--- src/rtl/pc_controller_pkg.sv ---
// Shared constants for the program-counter stage: next-PC select codes,
// FSM state encoding and default vector addresses.
package pc_controller_pkg;

  // Next-PC select encodings; codes 5-7 behave as HOLD
  localparam logic [2:0] PCX_INC  = 3'd0;
  localparam logic [2:0] PCX_ABS  = 3'd1;
  localparam logic [2:0] PCX_REL  = 3'd2;
  localparam logic [2:0] PCX_RETI = 3'd3;
  localparam logic [2:0] PCX_HOLD = 3'd4;

  // Interrupt-entry sequencer states
  typedef enum logic [1:0] {
    PC_ST_RUN      = 2'd0,
    PC_ST_INT_SAVE = 2'd1,
    PC_ST_INT_VEC  = 2'd2
  } pc_state_t;

  localparam logic [15:0] DEFAULT_RESET_VECTOR = 16'h0000;
  localparam logic [15:0] DEFAULT_INT_VECTOR   = 16'h0002;
  localparam int          DEFAULT_PC_STEP      = 2;

endpackage

--- src/rtl/pc_controller_if.sv ---
// Bus bundle between the pipeline control (master) and the PC stage (slave).
interface pc_controller_if;
  logic        pc_en;
  logic [2:0]  pcx;
  logic        cond;
  logic [15:0] jump_addr;
  logic [15:0] rel_offset;
  logic        int_req;
  logic        int_en;
  logic [15:0] pc_a;
  logic [15:0] ret_addr;
  logic        in_isr;
  logic        int_ack;
  logic        pc_fault;

  modport master (
    output pc_en, pcx, cond, jump_addr, rel_offset, int_req, int_en,
    input  pc_a, ret_addr, in_isr, int_ack, pc_fault
  );

  modport slave (
    input  pc_en, pcx, cond, jump_addr, rel_offset, int_req, int_en,
    output pc_a, ret_addr, in_isr, int_ack, pc_fault
  );
endinterface

--- src/rtl/pc_controller_next_mux.sv ---
// Combinational next-PC selection: increment, absolute jump, relative
// branch, interrupt return or hold. All arithmetic wraps modulo 2^16.
module pc_next_mux
  import pc_controller_pkg::*;
#(
  parameter int PC_STEP = DEFAULT_PC_STEP
) (
  input  logic [15:0] pc,
  input  logic [2:0]  pcx,
  input  logic        cond,
  input  logic [15:0] jump_addr,
  input  logic [15:0] rel_offset,
  input  logic [15:0] ret_addr,
  output logic [15:0] next_pc
);

  logic [15:0] inc_pc;
  logic [15:0] rel_pc;

  // Two's-complement add handles negative offsets without sign extension
  assign inc_pc = pc + 16'(PC_STEP);
  assign rel_pc = pc + rel_offset;

  // Select the target; untaken conditional branches fall through to INC
  always_comb begin
    next_pc = pc;
    case (pcx)
      PCX_INC:  next_pc = inc_pc;
      PCX_ABS:  next_pc = cond ? jump_addr : inc_pc;
      PCX_REL:  next_pc = cond ? rel_pc : inc_pc;
      PCX_RETI: next_pc = ret_addr;
      default:  next_pc = pc;
    endcase
  end

endmodule

--- src/rtl/pc_controller.sv ---
// Program-counter stage: owns PC_A, return address and the interrupt-entry
// sequencer (RUN -> INT_SAVE -> INT_VEC -> RUN).
// Optional macro PC_ALIGN_CHECK_EN: forces jump/branch/return targets and
// saved return addresses even, and pulses pc_fault on a corrected load.
module pc_controller
  import pc_controller_pkg::*;
#(
  parameter logic [15:0] RESET_VECTOR = DEFAULT_RESET_VECTOR,
  parameter logic [15:0] INT_VECTOR   = DEFAULT_INT_VECTOR,
  parameter int          PC_STEP      = DEFAULT_PC_STEP
) (
  input  logic           clk,
  input  logic           rst_n,
  pc_controller_if.slave bus
);

  pc_state_t   state;
  logic [15:0] pc_a_reg;
  logic [15:0] ret_addr_reg;
  logic        in_isr_reg;
  logic        int_ack_reg;
  logic        pc_fault_reg;

  logic [15:0] next_pc;
  logic [15:0] load_pc;
  logic [15:0] ret_capture;
  logic        load_fault;
  logic        take_int;

  pc_next_mux #(
    .PC_STEP (PC_STEP)
  ) u_next_mux (
    .pc         (pc_a_reg),
    .pcx        (bus.pcx),
    .cond       (bus.cond),
    .jump_addr  (bus.jump_addr),
    .rel_offset (bus.rel_offset),
    .ret_addr   (ret_addr_reg),
    .next_pc    (next_pc)
  );

`ifdef PC_ALIGN_CHECK_EN
  logic target_load;

  // Only loads from an external target can introduce an odd address
  always_comb begin
    target_load = 1'b0;
    case (bus.pcx)
      PCX_ABS:  target_load = bus.cond;
      PCX_REL:  target_load = bus.cond;
      PCX_RETI: target_load = 1'b1;
      default:  target_load = 1'b0;
    endcase
  end

  assign load_fault  = target_load & next_pc[0];
  assign load_pc     = {next_pc[15:1], next_pc[0] & ~target_load};
  assign ret_capture = {next_pc[15:1], 1'b0};
`else
  assign load_fault  = 1'b0;
  assign load_pc     = next_pc;
  assign ret_capture = next_pc;
`endif

  // RETI always beats a pending request so the handler can exit cleanly
  assign take_int = bus.int_req & bus.int_en & ~in_isr_reg & (bus.pcx != PCX_RETI);

  // Sequencer and all architectural registers; ack and fault are one-cycle pulses
  always_ff @(posedge clk or negedge rst_n) begin
    if (!rst_n) begin
      state        <= PC_ST_RUN;
      pc_a_reg     <= RESET_VECTOR;
      ret_addr_reg <= 16'h0000;
      in_isr_reg   <= 1'b0;
      int_ack_reg  <= 1'b0;
      pc_fault_reg <= 1'b0;
    end else begin
      int_ack_reg  <= 1'b0;
      pc_fault_reg <= 1'b0;
      case (state)
        PC_ST_RUN: begin
          if (bus.pc_en) begin
            if (take_int) begin
              // Save the target the interrupted instruction would have reached
              ret_addr_reg <= ret_capture;
              int_ack_reg  <= 1'b1;
              state        <= PC_ST_INT_SAVE;
            end else begin
              pc_a_reg     <= load_pc;
              pc_fault_reg <= load_fault;
              if (bus.pcx == PCX_RETI) begin
                in_isr_reg <= 1'b0;
              end
            end
          end
        end
        PC_ST_INT_SAVE: begin
          in_isr_reg <= 1'b1;
          state      <= PC_ST_INT_VEC;
        end
        PC_ST_INT_VEC: begin
          pc_a_reg <= INT_VECTOR;
          state    <= PC_ST_RUN;
        end
        default: begin
          state <= PC_ST_RUN;
        end
      endcase
    end
  end

  assign bus.pc_a     = pc_a_reg;
  assign bus.ret_addr = ret_addr_reg;
  assign bus.in_isr   = in_isr_reg;
  assign bus.int_ack  = int_ack_reg;
`ifdef PC_ALIGN_CHECK_EN
  assign bus.pc_fault = pc_fault_reg;
`else
  assign bus.pc_fault = 1'b0;
`endif

endmodule

--- src/flat_wrapper.sv ---
// flat-port wrapper written by rule: the top's interface ports become plain ports
module pc_controller_flat import pc_controller_pkg::*;
#(
  parameter logic [15:0] RESET_VECTOR = DEFAULT_RESET_VECTOR,
  parameter logic [15:0] INT_VECTOR   = DEFAULT_INT_VECTOR,
  parameter int          PC_STEP      = DEFAULT_PC_STEP
)
  (clk, rst_n, bus_pc_en, bus_pcx, bus_cond, bus_jump_addr, bus_rel_offset, bus_int_req, bus_int_en, bus_pc_a, bus_ret_addr, bus_in_isr, bus_int_ack, bus_pc_fault);
  pc_controller_if bus_i ();
  input  logic clk;
  input  logic rst_n;
  input wire logic [$bits(bus_i.pc_en)-1:0] bus_pc_en;
  input wire logic [$bits(bus_i.pcx)-1:0] bus_pcx;
  input wire logic [$bits(bus_i.cond)-1:0] bus_cond;
  input wire logic [$bits(bus_i.jump_addr)-1:0] bus_jump_addr;
  input wire logic [$bits(bus_i.rel_offset)-1:0] bus_rel_offset;
  input wire logic [$bits(bus_i.int_req)-1:0] bus_int_req;
  input wire logic [$bits(bus_i.int_en)-1:0] bus_int_en;
  output wire logic [$bits(bus_i.pc_a)-1:0] bus_pc_a;
  output wire logic [$bits(bus_i.ret_addr)-1:0] bus_ret_addr;
  output wire logic [$bits(bus_i.in_isr)-1:0] bus_in_isr;
  output wire logic [$bits(bus_i.int_ack)-1:0] bus_int_ack;
  output wire logic [$bits(bus_i.pc_fault)-1:0] bus_pc_fault;
  assign bus_i.pc_en = bus_pc_en;
  assign bus_i.pcx = bus_pcx;
  assign bus_i.cond = bus_cond;
  assign bus_i.jump_addr = bus_jump_addr;
  assign bus_i.rel_offset = bus_rel_offset;
  assign bus_i.int_req = bus_int_req;
  assign bus_i.int_en = bus_int_en;
  assign bus_pc_a = bus_i.pc_a;
  assign bus_ret_addr = bus_i.ret_addr;
  assign bus_in_isr = bus_i.in_isr;
  assign bus_int_ack = bus_i.int_ack;
  assign bus_pc_fault = bus_i.pc_fault;
  pc_controller #(.RESET_VECTOR(RESET_VECTOR), .INT_VECTOR(INT_VECTOR), .PC_STEP(PC_STEP)) u_core (.clk(clk), .rst_n(rst_n), .bus(bus_i));
endmodule
--- config.mk ---
export PLATFORM = sky130hd
export DESIGN_NAME = pc_controller_flat
export DESIGN_NICKNAME = d
export VERILOG_FILES = /design/src/rtl/pc_controller_pkg.sv /design/src/rtl/pc_controller_if.sv /design/src/rtl/pc_controller_next_mux.sv /design/src/rtl/pc_controller.sv /design/src/flat_wrapper.sv
export SDC_FILE = /design/constraint.sdc
export NUM_CORES = 1
export LEC_CHECK = 0
export CORE_ASPECT_RATIO = 1.4
export CORE_MARGIN = 4
export CORE_UTILIZATION = 51
export DETAILED_ROUTE_END_ITERATION = 10
export GPL_TIMING_DRIVEN = 0
export PLACE_DENSITY = 0.82
export SLEW_MARGIN = 20
export SYNTH_ARGS = -nofsm -noshare
export SYNTH_HDL_FRONTEND = slang
export SYNTH_SLANG_ARGS = --single-unit
--- constraint.sdc ---
create_clock -name clk -period 3 [get_ports clk]
set_input_delay 0.6 -clock clk [delete_from_list [all_inputs] [get_ports clk]]
set_output_delay 0.6 -clock clk [all_outputs]
set_load 0.02 [all_outputs]
After elaboration in Yosys (flattened, before gate mapping)
Cells that the tools add are included.

storage, ports and cells
  flip-flop bits (word level) = 36
  latch bits = 0
  memory bits (writable) = 0
  bits in read-only memories = 0
  bits of input ports = 41
  word-level logic and storage cells = 45
  memories kept = 0

cells by class
  add/sub/neg operators = 2
  $mul = 0
  divide/modulo/power cells = 0
  order comparisons = 0
  eq/ne operators = 10
  shifts and indexed selects = 0
  muxes and demuxes = 16
  bitwise gates (word level) = 4
  reductions and logical operators = 8

operators with widths
  cell                   number
  $mux 16                4
  $pmux 16 s4            1
  $pmux 16 s2            1
  $add 16x16->16         1
  $add 16x2->16 const B  1
  $eq 3x2->1 const B     2
  $mux 1                 6
  $reduce_and 3->1       2
  $mux 2                 2
  $ne 2x1->1 const B     2
  $ne 2x2->1 const B     2
  $pmux 2 s2             1
  $reduce_and 4->1       1
  $reduce_bool 2->1      2
  $and 1x1->1            3
  $eq 3x1->1 const B     1
  $logic_not 3->1        1
  $ne 3x2->1 const B     1
  $eq 2x1->1 const B     1
  $eq 2x2->1 const B     1
  $logic_not 2->1        1
  $pmux 1 s2             1
  $reduce_and 2->1       1
  $not 1->1              1

Longest topological paths before layout
Gate-level depths: netlist (run 1).

  word-level depth = 6
  depth in mapped cells = 9
  depth with buffers taken out = 8

Modules after synthesis
A second synthesis (run 1) with hierarchy kept.

unflattened totals
  cells, all modules = 389
  area, all modules = 3319.4 um^2

by module, submodules not included
  module         times used  cells an instance  area each (um^2)
  pc_controller  1           140                1669.1
  pc_next_mux    1           249                1650.3

Worst setup path after synthesis (run 1)
Ideal clock, no wire load.

  path kind = input port to flip-flop
  from = input bus_rel_offset[0]
  to = register u_core.ret_addr_reg[14] (netlist: u_core.bus.ret_addr[14])
  arrival = 2.592 ns
  data required time = 2.875 ns
  setup slack = 0.283 ns
  stages = 8
  cells stage by stage = ha_1 -> fa_1 -> a21o_1 -> a221oi_2 -> nor4_1 -> or3_1 -> a31o_1 -> mux2_2

on the way
  longest elaborated chain between the ends = 3

ends and longest elaborated chain
  item                    line                          RTL
  start: declaration      flat_wrapper.sv:16            input wire logic [$bits(bus_i.rel_offset)-1:0] bus_rel_offset;
  $add 16x16->16          pc_controller_next_mux.sv:22  assign rel_pc = pc + rel_offset;
  $mux 16                 pc_controller_next_mux.sv:30  PCX_REL: next_pc = cond ? rel_pc : inc_pc;
  $pmux 16 s4             pc_controller_next_mux.sv:27  case (pcx)
  end signal: assignment  pc_controller.sv:85           ret_addr_reg <= ret_capture;
  end: declaration        pc_controller.sv:19           logic [15:0] ret_addr_reg;

No other way between the ends.
A chain may end at the register's enable or synchronous reset.

Worst setup path after layout (run 1)
  from = input bus_pcx[1]
  to = register u_core.pc_a_reg[11] (netlist: u_core.bus.pc_a[11])

on the way
  longest elaborated chain between the ends = 5
  elaborated cells between the ends (all ways) = 12
  those cells by class = eq/ne (5); mux (4); bitwise (1); reduce/logical (2)

ends and longest elaborated chain
  item                                      line                          RTL
  start: declaration                        flat_wrapper.sv:13            input wire logic [$bits(bus_i.pcx)-1:0] bus_pcx;
  $eq 3x2->1, or another cell as far along  pc_controller_next_mux.sv:27
  $pmux 16 s4                               pc_controller_next_mux.sv:27
  $mux 16                                   pc_controller.sv:83           if (take_int) begin
  $mux 16                                   pc_controller.sv:82           if (bus.pc_en) begin
  $pmux 16 s2                               pc_controller.sv:80           case (state)
  end signal: assignment                    pc_controller.sv:89           pc_a_reg <= load_pc;
  end: declaration                          pc_controller.sv:18           logic [15:0] pc_a_reg;

Parallel ways exist; a longest one is shown, timed or not. The select of a mux whose other input is x is not followed.

==> results of run 1 <==
## critical path, delay by kind of cell
family	cells	cell delay [ps]
AND/OR/NAND/NOR	3	550
buffers and inverters	3	960
AO/OA/AOI/OAI	2	1040
## final timing paths
path / startpoint / endpoint / cells after the start
setup / recovery: bus_pcx[1] / u_core.bus.pc_a[11] / 8
setup reg to reg: u_core.bus.pc_a[0] / u_core.bus.ret_addr[14] / 8
hold / removal: rst_n / u_core.bus.ret_addr[12] / 1
min in group clk: u_core.state[1] / u_core.state[1] / 1
max in group asynchronous: rst_n / u_core.bus.ret_addr[0] / 2
hold reg to reg: u_core.state[1] / u_core.state[1] / 1
## routing by layer
layer  share of wire (%)  wire length (um)  vias up
met3                 8.8               979       42
met1                  38              4205     1675
met5                   0                 0        -
met4                 3.8               418        0
li1                    -                 -     1698
met2                  50              5506      265
## stage by stage
step | total power, W | setup TNS [ps]
final | 0.003047 | 0
after global routing | 0.003235 | -7.058
after CTS | 0.002998 | 0
after detailed placement | 0.002599 | -1696
after global placement | 0.002558 | -1588
after floorplan | 0.001899 | 0
## power groups by stage
stage	Clock, W	Combinational [W]	Sequential [W]
6_report	0.000377	0.00180	0.000869
4_1_cts	0.000382	0.00175	0.000863
3_5_place_dp	0	0.00173	0.000869
5_1_grt	0.000401	0.00194	0.000895
2_1_floorplan	0	0.000880	0.00102
3_3_place_gp	0	0.00169	0.000865
## final cells by class
| type | instances | area share, % |
|---|---|---|
| Inverter | 12 | 1.066 |
| Timing Repair Buffer | 77 | 18.36 |
| Buffer | 24 | 2.458 |
| Sequential cell | 36 | 21.32 |
| Multi-Input combinational cell | 327 | 52.38 |
| Tap cell | 72 | 2.132 |
| Clock buffer | 7 | 2.280 |
## logic make-up (layout without fill, tap and decap cells)
| family | Yosys count | in the layout | share of synthesized area (%) |
|---|---|---|---|
| AO/OA/AOI/OAI | 153 | 153 | 32.20 |
| XOR/XNOR | 14 | 14 | 3.797 |
| adder cells (fa/ha/maj) | 18 | 18 | 7.129 |
| buffers and inverters | 36 | 120 | 4.611 |
| flip-flops | 36 | 36 | 27.90 |
| multiplexers | 11 | 11 | 3.564 |
| other | 1 | 1 | 0.1161 |
| AND/OR/NAND/NOR | 130 | 130 | 20.69 |
## timing repair
action / in CTS / in global routing
endpoints found under the setup margin: 2 / 5
pin swaps: 1 / 1
resized for setup: 1 / 5
setup buffers: 0 / 3
## cells in the final DEF (no fill, tap or decap), drive strengths merged, types with 3 or more instances in the layout
master / n
a211oi: 6
a21o: 7
a21oi: 32
a221oi: 6
a22o: 14
a22oi: 10
a31oi: 8
and3: 3
and4: 3
buf: 15
clkbuf: 21
clkdlybuf4s50: 72
dfrtp: 36
ha: 16
inv: 11
mux2: 4
mux2i: 7
nand2: 43
nand3: 14
nand3b: 3
nand4: 7
nor2: 22
nor2b: 9
nor3: 4
nor4: 5
o211ai: 5
o21a: 4
o21ai: 30
o21bai: 3
o22ai: 4
o311ai: 3
o31a: 4
o32ai: 3
or2: 3
or3: 4
xnor2: 10
xor2: 4
==> implementation parameters, run 1 <==
Parameter                              Value

Cells and area
  Filler Cells Inserted ... around 510
  Share of cells above drive strength 1 ... 7.453%
  Synth-to-Final Area Change ... 30.84%
  Area of all placed cells without fillers ... 0.004225 mm^2
  Post-layout net count ... roughly 540
  Area occupied by multi-input gates ... roughly 0.0022 mm^2
  Core utilization of the finished layout ... about two thirds
  Count of antenna diodes in the layout ... 0
  Register Area ... 900.9 um^2
  Final cell count without fillers ... 555

Clock tree
  TritonCTS clock tree ... built
  Inserted Clock Buffers ... 5
  Number of hold-repair buffers added at the cts stage ... 0
  Level count of the clock H-tree ... 2
  Sink count of the clock tree ... 36
  Clock network latency to the later pin of the worst-skew pair ... 290 ps
  Clock root buffer ... clkbuf_8
  Bufs on Longest Clock Path ... 2
  Clock-pin slew reported for the worst setup and hold paths after clock tree synthesis ... 70 ps

Drt
  Routed WL per cell ... 20.02 um
  Routed wire length ... ~11000 um
  Number of vias after detailed routing ... 3680
  First-iteration detailed-routing DRC count ... roughly 390
  Length of the first detailed-routing pass in iterations ... 5
  Via density ... roughly 6.6
  Post-route antenna net violation count ... 0
  DR DRC count ... 0

Die
  Vert. Die Dim ... 102.2 um
  Area of the core ... a little over 0.006 mm^2
  Initial cell density of the core ... between 50% and 60%
  Cell Rows ... 34
  Die Wd ... 75.25 um
  Count of boundary I/O pins ... 76
  Total die area ... about 0.0077 mm^2

STA
  Worst Skew ... approximately 3.4 ps
  Final Critical Period ... 2973 ps
  Setup repair after global routing missed its margin ... true
  Slew @ Worst Pin ... between 1000 and 1500 ps
  Highest attainable clock frequency ... 336.4 MHz
  Hold Worst Slack ... about 250 ps
  Final hold vios ... 0
  Count of pins over their slew limit ... 0
  Part of the cycle the worst path needs ... between 90% and 100%
  Max-slew headroom at the worst pin ... between 20% and 30%
  Fin worst setup slack ... roughly 27 ps
  Setup-failing EPs final ... 0

Synthesis
  Flop and latch count out of synthesis ... 36
  Post-synth cell types ... 66
  Cell area after synthesis ... 0.003229 mm^2
  Avg Cell Area, Syn ... 8.094 um^2
  Dominant register cell in the synthesized netlist ... dfrtp_1
  Largest cells by area after synthesis ... dfrtp_1 28%, ha_1 6.2%, nand2_1 5.0%, a21oi_1 5.0%, a22o_1 3.8%
  Share of synthesized area occupied by flip-flops and latches ... roughly 28%
  Number of warning messages in the yosys log ... 0
  Syn Nets ... about 460
  Area share of the largest cell type after synthesis ... 27.90%
  Count of flip-flops with a built-in enable after synthesis ... 0
  Cell types with the highest counts after synthesis ... 43 x nand2_1, 36 x dfrtp_1, 32 x a21oi_1
  Instance count of the mapped netlist ... approximately 400
  Post-synthesis cell type with the largest combined area ... dfrtp_1
  Post-synthesis async set-or-reset flop share ... 100.0%
  Top-count cell post-synth ... nand2_1

GRT
  Met3 GRT Util ... 4.232%
  Maximum number of pins on one net before global-route repair ... 22
  Grt met2 use ... around 47%
  Antenna violations before repair ... 0
  Wire length of the first global-routing pass ... 17180 um
  GR Overflow Total ... 0
  Global-route total usage across every layer ... approximately 30%
  Layer carrying the most global-route usage ... met2
  GRT met1 Usage ... between 30% and 40%
  Vias in the first global route ... roughly 3500

Run
  Number of max-cap violations ... 0

Place
  Cell area after placement ... between 0.004 and 0.005 mm^2
  Dpl hpwl ... 8519 um
  Final Wtd Congestion ... between 0.9 and 1
  Placed cell count ... about 550
  Number of buffer cells added on primary ports ... 73
  Post-placement worst setup slack ... -365.1 ps

Power
  Power density relative to cell area ... 721.2 mW/mm^2
  Sw Ratio ... between 40 and 50%
  Leak Pwr ... between 1.5 and 2 nW
  Switching power total ... approximately 0.0014 W
  Sequential power share ... between 20 and 30%
  VDD IR max ... 0.4435 mV
  Total internal power ... roughly 0.0017 W
  Clock network fraction of design power ... ~12%
  Combinational Power Share ... slightly below 60%

Critical path
  Slowest-stage cell, CP ... o21ai_0
  Critical path, cell by cell ... clkdlybuf4s50_1, clkbuf_1, and3b_1, buf_2, o21ai_0, nor2_1, a21oi_1, nor3_1
  Setup slack on the worst flop-to-flop path ... 320 ps
  Highest fanout seen on the critical path ... 10
  Setup Crit Path Kind ... in -> reg
  Critical path launch point type ... primary input
  CP endpoint kind ... register
  WP data arrival ... 3140 ps
  Slowest cell delay on critical path ... between 800 and 900 ps
  CP required ... between 3000 and 4000 ps

Run status
  Result of the run ... completed

Worst hold path
  Path class of the lowest-slack min-delay path ... in -> async
No activity file was read; power rests on OpenSTA's default activity.
==> inputs of run 2 (changes only) <==
--- a/config.mk
+++ b/config.mk
@@ -7,10 +7,10 @@
 export LEC_CHECK = 0
 export CORE_ASPECT_RATIO = 1.4
 export CORE_MARGIN = 4
-export CORE_UTILIZATION = 51
+export CORE_UTILIZATION = 50
 export DETAILED_ROUTE_END_ITERATION = 10
 export GPL_TIMING_DRIVEN = 0
-export PLACE_DENSITY = 0.82
+export PLACE_DENSITY = 0.81
 export SLEW_MARGIN = 20
 export SYNTH_ARGS = -nofsm -noshare
 export SYNTH_HDL_FRONTEND = slang
==> constraint.sdc (replaced) <==
create_clock -name clk -period 2.8 [get_ports clk]
set_input_delay 0.56 -clock clk [delete_from_list [all_inputs] [get_ports clk]]
set_output_delay 0.56 -clock clk [all_outputs]
set_load 0.02 [all_outputs]
==> run 2 against run 1 <==
Compared with the run above:
- global-route usage decreased by 1.5 points
- critical path depth stayed put
- clock-buffer cell count shrank 1
- critical path type unchanged
- largest cell class unchanged
- largest power group unchanged
==> implementation parameters, run 2 (same netlist as run 1, synthesis figures left out) <==
Parameter                              Value

Critical path
  CP endpoint kind ... register
  Slowest-stage cell, CP ... clkdlybuf4s50_1
  Reg-to-reg critical path startpoint ... u_core.bus.pc_a[0]
  Slowest cell delay on critical path ... 410 ps (-450 ps)
  Setup Crit Path Kind ... in -> reg
  Highest fanout seen on the critical path ... 6 (-4)
  CP required ... 2980 ps (-190 ps)
  Critical path launch point type ... primary input
  WP data arrival ... 2920 ps (-220 ps)
  CP Launch Point ... bus_rel_offset[5]
  Critical path, cell by cell ... clkdlybuf4s50_1, ha_1, and3_1, a221oi_4, nor4_2, or3_1, a31o_1, mux2_2
  Number of cells traversed by the worst register-to-register path ... 8 (unchanged)

Cells and area
  Count of antenna diodes in the layout ... 0 (unchanged)
  Register Area ... 900.9 um^2 (unchanged)
  Commonest cells after routing, fill and taps aside ... 70 x clkdlybuf4s50_1, 42 x nand2_1, 36 x dfrtp_1
  Leading cell type in the layout, fill and taps excluded ... clkdlybuf4s50_1
  Post-layout net count ... 540 (-0.18%)
  Synth-to-Final Area Change ... 31.19%
  Share of cells above drive strength 1 ... 8.714% (+1.3 points)
  Core utilization of the finished layout ... 67.75% (-0.75 points)
  Filler Cells Inserted ... 541 (+6.9%)
  Area occupied by multi-input gates ... 0.002241 mm^2 (+1.2%)

STA
  Highest attainable clock frequency ... 366.2 MHz
  Part of the cycle the worst path needs ... about 98%
  Slew @ Worst Pin ... 601.3 ps (-459.1 ps)
  Hold Worst Slack ... 186.4 ps (-59.59 ps)
  Max-slew headroom at the worst pin ... 59.83% (+31 points)
  Setup-failing EPs final ... 0 (unchanged)
  Final Critical Period ... 2730 ps
  Count of pins over their slew limit ... 0 (unchanged)
  Final hold vios ... 0 (unchanged)
  Worst Skew ... 8.812 ps (+5.378 ps)

GRT
  Global-route total usage across every layer ... 27.93% (-1.5 points)
  Antenna violations before repair ... 0 (unchanged)
  Vias in the first global route ... 3640 (+4.4%)
  Met3 GRT Util ... 5.594% (+1.4 points)
  Layer carrying the most global-route usage ... met2
  Maximum number of pins on one net before global-route repair ... 23 (+4.5%)
  GRT met1 Usage ... 32.28% (-4.6 points)
  GR Overflow Total ... 0 (unchanged)
  Wire length of the first global-routing pass ... 17540 um (+2.1%)
  Grt met2 use ... 47.23% (-0.22 points)

Power
  VDD IR max ... 0.4078 mV (-8.0%)
  Leak Pwr ... 1.753 nW (+1.4%)
  Overall Power ... 0.003219 W (+5.6%)
  Power density relative to cell area ... 759.8 mW/mm^2 (+5.3%)

Die
  Vert. Die Dim ... 103.1 um (+0.92%)
  Total die area ... 0.007827 mm^2 (+1.8%)
  Cell Rows ... 34 (unchanged)
  Die Wd ... 75.92 um (+0.89%)
  Area of the core ... 0.006254 mm^2 (+1.4%)
  Initial cell density of the core ... 51.64% (-0.71 points)
  Count of boundary I/O pins ... 76 (unchanged)

Drt
  DR DRC count ... 0 (unchanged)
  Via density ... 6.603 (-0.42%)
  First-iteration detailed-routing DRC count ... 236 (-40%)
  Length of the first detailed-routing pass in iterations ... 5 (unchanged)
  Routed WL per cell ... 19.89 um (-0.62%)
  Routed wire length ... 11020 um (-0.80%)
  Number of vias after detailed routing ... 3658 (-0.60%)
  Post-route antenna net violation count ... 0 (unchanged)

Clock tree
  Sink count of the clock tree ... 36 (unchanged)
  TritonCTS clock tree ... built
  Bufs on Longest Clock Path ... 2 (unchanged)
  Clock-pin slew reported for the worst setup and hold paths after clock tree synthesis ... 70 ps (about the same)
  Inserted Clock Buffers ... 5 (unchanged)
  Clock network latency to the later pin of the worst-skew pair ... 300 ps (about the same)
  Number of hold-repair buffers added at the cts stage ... 0 (unchanged)
  Clock root buffer ... clkbuf_8
  Level count of the clock H-tree ... 2 (unchanged)

Run
  Number of max-cap violations ... 0 (unchanged)

Run status
  Result of the run ... completed

Place
  Number of buffer cells added on primary ports ... 73 (unchanged)
  Dpl hpwl ... 8361 um (-1.9%)
  Final Wtd Congestion ... 0.9566 (+1.9%)

Worst hold path
  Path class of the lowest-slack min-delay path ... in -> async
==> run 2: power breakdown <==
| group | total, W | internal (W) | switching, W |
|---|---|---|---|
| clock | 0.000358 | 0.000169 | 0.000189 |
| sequential | 0.000932 | 0.000698 | 0.000234 |
| combinational | 0.00193 | 0.000873 | 0.00106 |
| total | 0.00322 | 0.00174 | 0.00148 |
==> run 2: timing repair <==
item,in CTS,in global routing
setup endpoints to repair,4,17
buffers inserted,2,1
cloned,0,0
pin swaps,6,5
gates resized for setup,6,18
==> run 2: path summary, 6_finish.rpt <==
check | end | slack [ps]
min | u_core.bus.ret_addr[3] | 190
min reg2reg | u_core.state[1] | 500
max | u_core.bus.ret_addr[14] | 70
max in group asynchronous | u_core.bus.ret_addr[12] | 2170
min in group clk | u_core.state[1] | 500
max reg2reg | u_core.bus.ret_addr[14] | 140
==> run 2: area by class of cell <==
class,count,area share (%)
buffer,23,2.481
clock buffer,6,1.713
clock inverter,1,0.1181
inverter,12,1.063
multi-input combinational,327,52.89
sequential,36,21.26
tap,72,2.126
timing repair buffer,77,18.34
==> run 2: critical path, delay by kind of cell <==
family	cells	cell delay (ps)
simple gates	3	720
compound gates	2	570
buf+inv	1	410
fa+ha+maj	1	390
mux	1	260
==> run 2: per-stage QoR <==
stage / setup WS (ps) / cell area [um^2] / cells / setup TNS [ps]
floorplan: 123.3 / 3229 / 399 / 0
global placement: -542.9 / 4050 / 544 / -5328
detailed placement: -540.2 / 4073 / 545 / -6500
CTS: 21.25 / 4187 / 554 / 0
global route: -16.26 / 4237 / 554 / -16.26
finish: 69.57 / 4237 / 554 / 0
==> run 2: per-layer routing <==
| metal | vias up | part of all wire [%] |
|---|---|---|
| met5 | - | 0 |
| met4 | 0 | 3.6 |
| met3 | 43 | 9.1 |
| met2 | 219 | 49 |
| met1 | 1706 | 38 |
| li1 | 1690 | - |
==> inputs of run 3 (changes only) <==
--- a/config.mk
+++ b/config.mk
@@ -5,12 +5,13 @@
 export SDC_FILE = /design/constraint.sdc
 export NUM_CORES = 1
 export LEC_CHECK = 0
+export ABC_CLOCK_PERIOD_IN_PS = 2800
 export CORE_ASPECT_RATIO = 1.4
 export CORE_MARGIN = 4
-export CORE_UTILIZATION = 50
+export CORE_UTILIZATION = 35
 export DETAILED_ROUTE_END_ITERATION = 10
 export GPL_TIMING_DRIVEN = 0
-export PLACE_DENSITY = 0.81
+export PLACE_DENSITY = 0.61
 export SLEW_MARGIN = 20
 export SYNTH_ARGS = -nofsm -noshare
 export SYNTH_HDL_FRONTEND = slang
==> run 3 against run 2 <==
Compared with the run above:
- via count decreased by 1.0%
- clock skew decreased by 6.5 ps
- maximum frequency shrank 0.26%
- critical path type unchanged
- largest cell class unchanged
- highest routed layer unchanged
==> implementation parameters, run 3 (same netlist as run 1, synthesis figures left out) <==
Parameter                              Value

Run status
  Result of the run ... completed

Clock tree
  Clock network latency to the later pin of the worst-skew pair ... 280 ps (-20 ps)
  Number of hold-repair buffers added at the cts stage ... 0 (unchanged)
  Clock root buffer ... clkbuf_16
  Inserted Clock Buffers ... 5 (unchanged)
  Sink count of the clock tree ... 36 (unchanged)
  Level count of the clock H-tree ... 2 (unchanged)
  Bufs on Longest Clock Path ... 2 (unchanged)
  Clock-pin slew reported for the worst setup and hold paths after clock tree synthesis ... 60 ps (about the same)
  TritonCTS clock tree ... built

STA
  Slew @ Worst Pin ... 718.0 ps (+116.7 ps)
  Final Critical Period ... 2738 ps (+7.087 ps)
  Highest attainable clock frequency ... 365.3 MHz (-0.26%)
  Max-slew headroom at the worst pin ... 51.45% (-8.4 points)
  Part of the cycle the worst path needs ... 97.77% (+0.25 points)
  Setup-failing EPs final ... 0 (unchanged)
  Count of pins over their slew limit ... 0 (unchanged)
  Final hold vios ... 0 (unchanged)
  Hold Worst Slack ... 232.0 ps (+45.57 ps)
  Worst Skew ... 2.349 ps (-6.463 ps)

Critical path
  Critical path, cell by cell ... clkdlybuf4s50_1, fa_2, a21o_1, a221oi_4, nor4_2, or3_1, a31o_1, mux2_4
  Setup Crit Path Kind ... in -> reg
  Reg-to-reg critical path startpoint ... u_core.bus.pc_a[0]
  Slowest cell delay on critical path ... 440 ps (+30 ps)
  Highest fanout seen on the critical path ... 3 (-3)
  CP Launch Point ... bus_rel_offset[1]
  Slowest-stage cell, CP ... clkdlybuf4s50_1
  WP data arrival ... 2900 ps (-20 ps)
  Critical path launch point type ... primary input
  CP endpoint kind ... register
  CP required ... 2970 ps (about the same)

Place
  Dpl hpwl ... 9168 um (+9.7%)
  Final Wtd Congestion ... 0.9347 (-2.3%)
  Number of buffer cells added on primary ports ... 73 (unchanged)
  Cell area after placement ... 0.004116 mm^2 (+1.1%)

Cells and area
  Register Area ... 900.9 um^2 (unchanged)
  Post-layout net count ... 543 (+0.56%)
  Synth-to-Final Area Change ... 36.15%
  Area of all placed cells without fillers ... 0.004397 mm^2 (+3.8%)
  Share of cells above drive strength 1 ... 10.91% (+2.2 points)
  Commonest cells after routing, fill and taps aside ... 71 x clkdlybuf4s50_1, 42 x nand2_1, 36 x dfrtp_1
  Count of antenna diodes in the layout ... 0 (unchanged)
  Leading cell type in the layout, fill and taps excluded ... clkdlybuf4s50_1
  Filler Cells Inserted ... 907 (+68%)
  Area occupied by multi-input gates ... 0.002263 mm^2 (+1.0%)

Power
  Overall Power ... 0.003499 W (+8.7%)
  Power density relative to cell area ... 795.9 mW/mm^2 (+4.7%)
  VDD IR max ... 0.4232 mV (+3.8%)
  Leak Pwr ... 1.783 nW (+1.7%)

GRT
  Vias in the first global route ... 3577 (-1.7%)
  Global-route total usage across every layer ... 22.43% (-5.5 points)
  Wire length of the first global-routing pass ... 18720 um (+6.7%)
  Antenna violations before repair ... 0 (unchanged)
  Maximum number of pins on one net before global-route repair ... 20 (-13%)
  GR Overflow Total ... 0 (unchanged)

Drt
  Routed WL per cell ... 20.40 um (+2.6%)
  Number of vias after detailed routing ... 3620 (-1.0%)
  Routed wire length ... 12100 um (+9.8%)
  First-iteration detailed-routing DRC count ... 285 (+21%)
  Highest signal layer in the routed design ... met4
  Length of the first detailed-routing pass in iterations ... 7 (+2)
  Post-route antenna net violation count ... 0 (unchanged)
  DR DRC count ... 0 (unchanged)
  Detail Route met3 WL ... 722 um (-28%)
  Via density ... 6.105 (-7.5%)
  Wire length on met1 ... 4916 um (+17%)
  Detail Route met2 WL ... 6024 um (+11%)

Worst hold path
  Path class of the lowest-slack min-delay path ... in -> async

Die
  Vert. Die Dim ... 121.7 um (+18%)
  Die Wd ... 89.18 um (+17%)
  Count of boundary I/O pins ... 76 (unchanged)
  Area of the core ... 0.009029 mm^2 (+44%)
  Cell Rows ... 41 (+21%)
  Total die area ... 0.01085 mm^2 (+39%)
  Initial cell density of the core ... 35.77% (-16 points)

Run
  Number of max-cap violations ... 0 (unchanged)
## run 3: metrics by stage
stage          cells  util (%)  TNS, ps  setup WS (ps)
6_report         593     48.70        0          62.49
5_1_grt          593     48.70   -40.05         -23.40
4_1_cts          589     47.57   -80.03         -80.03
3_5_place_dp     580     45.59    -8300         -559.8
3_3_place_gp     579     45.34    -8113         -555.8
2_1_floorplan    399         -        0          123.3
## run 3: final cells by class
type / instances / share of cell area (%)
sequential: 36 / 20.49
inverter: 12 / 1.081
multi-input combinational: 327 / 51.48
clock inverter: 2 / 0.2277
buffer: 24 / 2.476
timing repair buffer: 79 / 18.04
clock buffer: 6 / 3.159
tap: 107 / 3.045
## run 3: critical path, delay by kind of cell
kind / cells / cell delay [ps]
buf+inv: 1 / 440
fa+ha+maj: 1 / 370
mux: 1 / 260
compound gates: 3 / 790
simple gates: 2 / 470
## run 3: repair_timing
action,CTS,global route
setup buffers,1,4
setup endpoints to repair,11,28
pin swaps,1,6
resized for setup,5,25
## run 3: metal layers
layer	up-vias	global-route usage [%]
met5	-	0
li1	1698	-
met3	27	2.571
met4	0	8.473
met2	123	37.55
met1	1772	29.21
## run 3: report_power, final
group	leakage, nW	internal, W	switching, W
Sequential	0.463	0.000699	0.000239
Clock	0.0766	0.000351	0.000223
Combinational	1.24	0.000898	0.00109
Total	1.78	0.00195	0.00155
## run 3: final timing paths
check	endpoint	slack (ps)	cells past startpoint
max	u_core.bus.ret_addr[14]	60	8
min	u_core.bus.ret_addr[10]	230	1
max reg2reg	u_core.bus.ret_addr[14]	150	8
min reg2reg	u_core.state[1]	510	1
max in group asynchronous	u_core.bus.ret_addr[5]	2110	2
min in group clk	u_core.state[1]	510	1
